===== config.mk =====
export PLATFORM = sky130hd
export DESIGN_NAME = fetch_unit
export DESIGN_NICKNAME = d
export VERILOG_FILES = /design/src/rtl/fetch_pkg.sv /design/src/rtl/fetch_unit.sv
export SDC_FILE = /design/constraint.sdc
export NUM_CORES = 1
export LEC_CHECK = 0
export BUFFER_PORTS_ARGS = -buffer_cell sky130_fd_sc_hd__buf_2
export CAP_MARGIN = 20
export CORE_MARGIN = 2
export CORE_UTILIZATION = 51
export DETAILED_ROUTE_END_ITERATION = 7
export MAX_ROUTING_LAYER = met4
export PLACE_DENSITY = 0.81
export SETUP_SLACK_MARGIN = 0.05
export SLEW_MARGIN = 30
export SYNTH_ARGS = -nofsm -noshare
export SYNTH_HDL_FRONTEND = slang
export SYNTH_SLANG_ARGS = --single-unit

===== constraint.sdc =====
create_clock -name clk -period 5 [get_ports clk]
set_input_delay 1.5 -clock clk [delete_from_list [all_inputs] [get_ports clk]]
set_output_delay 1.5 -clock clk [all_outputs]
set_load 0.01 [all_outputs]

===== src/rtl/fetch_pkg.sv =====
// Shared constants and state type for the instruction fetch stage.
package fetch_pkg;

    localparam int ADDR_W  = 32;
    localparam int INSTR_W = 32;
    localparam int CNT_W   = 16;

    localparam logic [ADDR_W-1:0]  DEF_RESET_PC  = 32'h0000_0000;
    localparam logic [ADDR_W-1:0]  DEF_PC_STEP   = 32'd4;
    localparam logic [INSTR_W-1:0] DEF_HALT_WORD = 32'hFFFF_FFFF;

    typedef enum logic {
        ST_RUN    = 1'b0,
        ST_HALTED = 1'b1
    } fetch_state_e;

endpackage


===== src/rtl/fetch_unit.sv =====
// Instruction fetch: PC register, registered output word with valid/ready
// handshake, branch redirect/flush, halt/resume and a saturating fetch counter.
module fetch_unit
    import fetch_pkg::*;
#(
    parameter logic [ADDR_W-1:0]  RESET_PC  = DEF_RESET_PC,
    parameter logic [ADDR_W-1:0]  PC_STEP   = DEF_PC_STEP,
    parameter logic [INSTR_W-1:0] HALT_WORD = DEF_HALT_WORD
) (
    input  logic               clk,
    input  logic               rst,
    output logic [ADDR_W-1:0]  imem_addr,
    input  logic [INSTR_W-1:0] imem_data,
    input  logic               redirect_valid,
    input  logic [ADDR_W-1:0]  redirect_pc,
    input  logic               resume,
    output logic               out_valid,
    input  logic               out_ready,
    output logic [INSTR_W-1:0] out_instr,
    output logic [ADDR_W-1:0]  out_pc,
    output logic               halted,
    output logic [CNT_W-1:0]   fetch_count
);

    fetch_state_e       state_q, state_d;
    logic [ADDR_W-1:0]  pc_q, pc_d;
    logic               out_valid_q, out_valid_d;
    logic [INSTR_W-1:0] out_instr_q, out_instr_d;
    logic [ADDR_W-1:0]  out_pc_q, out_pc_d;
    logic [CNT_W-1:0]   count_q, count_d;
    logic               cap;

    function automatic logic [CNT_W-1:0] sat_inc(input logic [CNT_W-1:0] v);
        return (v == {CNT_W{1'b1}}) ? v : v + {{(CNT_W-1){1'b0}}, 1'b1};
    endfunction

    assign cap = (state_q == ST_RUN) && (!out_valid_q || out_ready) && !redirect_valid;

    always_comb begin
        state_d     = state_q;
        pc_d        = pc_q;
        out_valid_d = out_valid_q;
        out_instr_d = out_instr_q;
        out_pc_d    = out_pc_q;
        count_d     = count_q;

        // Redirect overrides everything, including a pending resume or handshake.
        if (redirect_valid) begin
            pc_d        = redirect_pc;
            out_valid_d = 1'b0;
            state_d     = ST_RUN;
        end else if (cap) begin
            out_instr_d = imem_data;
            out_pc_d    = pc_q;
            out_valid_d = 1'b1;
            pc_d        = pc_q + PC_STEP;
            count_d     = sat_inc(count_q);
            if (imem_data == HALT_WORD) begin
                state_d = ST_HALTED;
            end
        end else begin
            if (out_valid_q && out_ready) begin
                out_valid_d = 1'b0;
            end
            if (state_q == ST_HALTED && resume) begin
                state_d = ST_RUN;
            end
        end
    end

    always_ff @(posedge clk or posedge rst) begin
        if (rst) begin
            state_q     <= ST_RUN;
            pc_q        <= RESET_PC;
            out_valid_q <= 1'b0;
            out_instr_q <= '0;
            out_pc_q    <= '0;
            count_q     <= '0;
        end else begin
            state_q     <= state_d;
            pc_q        <= pc_d;
            out_valid_q <= out_valid_d;
            out_instr_q <= out_instr_d;
            out_pc_q    <= out_pc_d;
            count_q     <= count_d;
        end
    end

    assign imem_addr   = pc_q;
    assign out_valid   = out_valid_q;
    assign out_instr   = out_instr_q;
    assign out_pc      = out_pc_q;
    assign halted      = (state_q == ST_HALTED);
    assign fetch_count = count_q;

endmodule


==> flow_metrics.env <==
export IMPL_cp_start_kind="input pin"
export IMPL_reg2reg_to="fetch_count[1]"
export IMPL_netlist_area_um2=5410
export IMPL_holdPathStages=1
export IMPL_numCtsBuffers=17
export IMPL_grt_use_met2_pct=40.2
export IMPL_cp_cell_sequence="buf_2 -> nor2_1 -> nand2_4 -> a21oi_1 -> mux2_2"
export IMPL_tns_ps=0
export IMPL_cp_required_ps=5400
export IMPL_cp_slowest_cell="nand2_4"
export IMPL_hpwlAfterDp_um=9620
export IMPL_power_density_nw_per_um2=430
export IMPL_yosys_top_cells_area="dfrtp_1 53%, mux2_2 14%, nand4_1 3.8%"
export IMPL_worst_ep_arrival_time_ps=3320
export IMPL_end_kind="flip-flop"
export IMPL_cts_sinks=114
export IMPL_synth_top_family_by_area="simple AND/OR/NAND/NOR gates"
export IMPL_fillers=796
export IMPL_worst_r2r_path_depth=4
export IMPL_grt_max_degree=83
export IMPL_drt_iter0_markers=351
export IMPL_root_buffer="clkbuf_8"
export IMPL_max_slew_margin_rel_pct=38.8
export IMPL_totalWireLength_um=14100
export IMPL_setup_violations=0
export IMPL_post_cts_resize_count=0
export IMPL_drc_errors=0
export IMPL_critPathMaxFanout=71
export IMPL_hold_violations=0
export IMPL_grt_busiest_layer="met2"
export IMPL_firstDrtPassIters=5
export IMPL_layout_nets=726
export IMPL_use_met3_pct=5.71
export IMPL_seq_area_um2=2850
export IMPL_io_buffers=182
export IMPL_synth_distinct_cells=43
export IMPL_cts_hold_buf=0
export IMPL_cts_max_path_buffers=2
export IMPL_yosysSeqAreaShare_pct=52.7
export IMPL_ys_seq_elements=114
export IMPL_drive_gt1_share_pct=44.6
export IMPL_core_um2=10300
export IMPL_finClkSkew_ps=9.96
export IMPL_grt_pass1_wl_um=22800
export IMPL_drv_slew=0
export IMPL_synth_edf_count=0
export IMPL_cts_reportedPaths_clkPinSlew_ps=60
export IMPL_area_growth_pct=29.6
export IMPL_via_count=4688
export IMPL_rows=37
export IMPL_ys_warn_count=0
export IMPL_multiInputGateArea_um2=2400
export IMPL_antenna_found_initial=0
export IMPL_antenna_cells=0
export IMPL_max_stage_delay_ps=570
export IMPL_worst_pin_slew_ps=918
export IMPL_grt_usage_pct=26.2
export IMPL_grt_pass1_vias=4501
export IMPL_overflow=0
export IMPL_synth_top_area_share_pct=52.7
export IMPL_synthFlopType="dfrtp_1"
export IMPL_die_area_um2=11500
export IMPL_htree_levels=4
export IMPL_clkLatencyLatePin_ps=520
export IMPL_start_util_pct=52.4
export IMPL_yosys_area_top_type="dfrtp_1"
export IMPL_fin_crit_sh_pct=58.3
export IMPL_rr_startpoint="halted"
export IMPL_worst_setup_path_type="in2reg"
export IMPL_critical_path_startpoint="redirect_valid"
export IMPL_rsz0062_at_grt="no"
export IMPL_fin_util_pct=68.0
export IMPL_post_drt_wl_per_cell_um=17.5
export IMPL_viasPerCell=5.83
export IMPL_fmax_mhz=343
export IMPL_hold_path_startpoint="out_pc[8]"
export IMPL_cts_tree="built"
export IMPL_final_min_clock_period_ps=2920
export IMPL_synth_nets=552
export IMPL_synthXorXnorAreaFrac_pct=3.07
export IMPL_power_leakage_uw=0.00319
export IMPL_hp_class="reg2reg"
export IMPL_status="completed"
export IMPL_yosys_area_share_simple_pct=18.3
export IMPL_peakVddDrop_mv=0.208
export IMPL_ant_nets=0
export IMPL_maxCapViolCount=0
export IMPL_cts_setup_buffers=0
export IMPL_synthMuxAreaShare_pct=13.7
export IMPL_synthCells=481
export IMPL_synth_compound_area_share_pct=8.53
export IMPL_syn_area_per_cell_um2=11.3
export IMPL_fp_dieH_um=107
export IMPL_design_portCount=183
export IMPL_synth_fa_ha_area_share_pct=0.462
export IMPL_die_w_um=107
export IMPL_grtUsageMet1_pct=34.2
export IMPL_gp_congestion=0.925
export IMPL_min_to="out_pc[8]"
export IMPL_r2r_setup_slack_ps=2620
export IMPL_postSynth_asyncResetShare_pct=100
-- kinds of logic (layout without fill, tap and decap cells) --
family	after synthesis	in the layout
adder cells (fa/ha/maj)	2	2
AO/OA/AOI/OAI	66	66
multiplexers	66	66
flip-flops	114	114
buffers and inverters	40	227
XOR/XNOR	19	19
AND/OR/NAND/NOR	174	174
-- synth_stat cells (all sizes together), types with 7 or more instances --
cell,count
mux2,65
inv,10
buf,8
nand4,35
nand3,27
a21oi,8
dfrtp,114
nor2b,9
a22oi,7
or2,9
nor2,17
nand2,33
xor2,13
o21ai,12
or4,8
nor4,8
o311ai,17
o31ai,11
clkbuf,21
-- layer usage --
layer	vias to the layer above	part of all wire, %
met5	-	0
met4	0	1.6
met3	25	6.0
met2	190	50
met1	2319	42
li1	2154	-
-- registers in the layout (all words and copies together), names as in the netlist --
register and flops:
fetch_count 16, halted 1, imem_addr 32, out_instr 32, out_pc 32, out_valid 1
-- worst max-delay path by stage --
stage                           to  slack [ps]  cells after the start
floorplan           fetch_count[0]         480                      1
global placement    fetch_count[1]        1660                      5
detailed placement  fetch_count[1]        1540                      5
CTS                 fetch_count[1]        2090                      5
global route        fetch_count[1]        1940                      5
finish              fetch_count[1]        2080                      5
-- critical path, delay by kind of cell --
kind	cells	cell delay (ps)
and+or+nand+nor	2	900
AOI/OAI and AO/OA	1	430
muxes	1	370
buffers and inverters	1	100
-- placed cells by master (no fill, tap or decap), drive strengths merged, types with 3 or more instances in the layout --
master and count:
buf 185, nor2 17, dfrtp 114, inv 10
or2 9, o311ai 17, a22oi 7, o21ai 12
nand4 35, clkbuf 22, o31ai 11, xnor2 6
a31oi 5, mux2 65, nand3 27, nor2b 9
nand2 33, or4 8, nor4 8, a211oi 4
and4 6, nor4b 3, and3 5, a21oi 8
clkinv 4, xor2 13, bufinv 4, nor3 6
-- through the flow --
step                hold slack, ps  instance area (um2)  setup WS, ps  power [uW]  instances
CTS                            498                 7010          2090        3040        804
global route                   515                 7020          1940        3160        804
finish                         496                 7020          2080        3020        804
floorplan                      516                 5410           484        1520        481
global placement               478                 6390          1660        1740        772
detailed placement             485                 6390          1540        1770        772
-- report_power, final --
part	switching, uW	internal, uW
logic	295	259
clock network	411	845
registers	140	1070
-- area by class of cell --
cell class | instances | share of cell area, %
clock buffers | 22 | 6.60
inverters | 10 | 0.606
flip-flops and latches | 114 | 40.7
repair buffers | 185 | 13.3
well taps | 136 | 2.43
clock inverters | 10 | 2.21
multi-input cells | 327 | 34.2
Note: power is estimated with default switching activity, not from simulation.
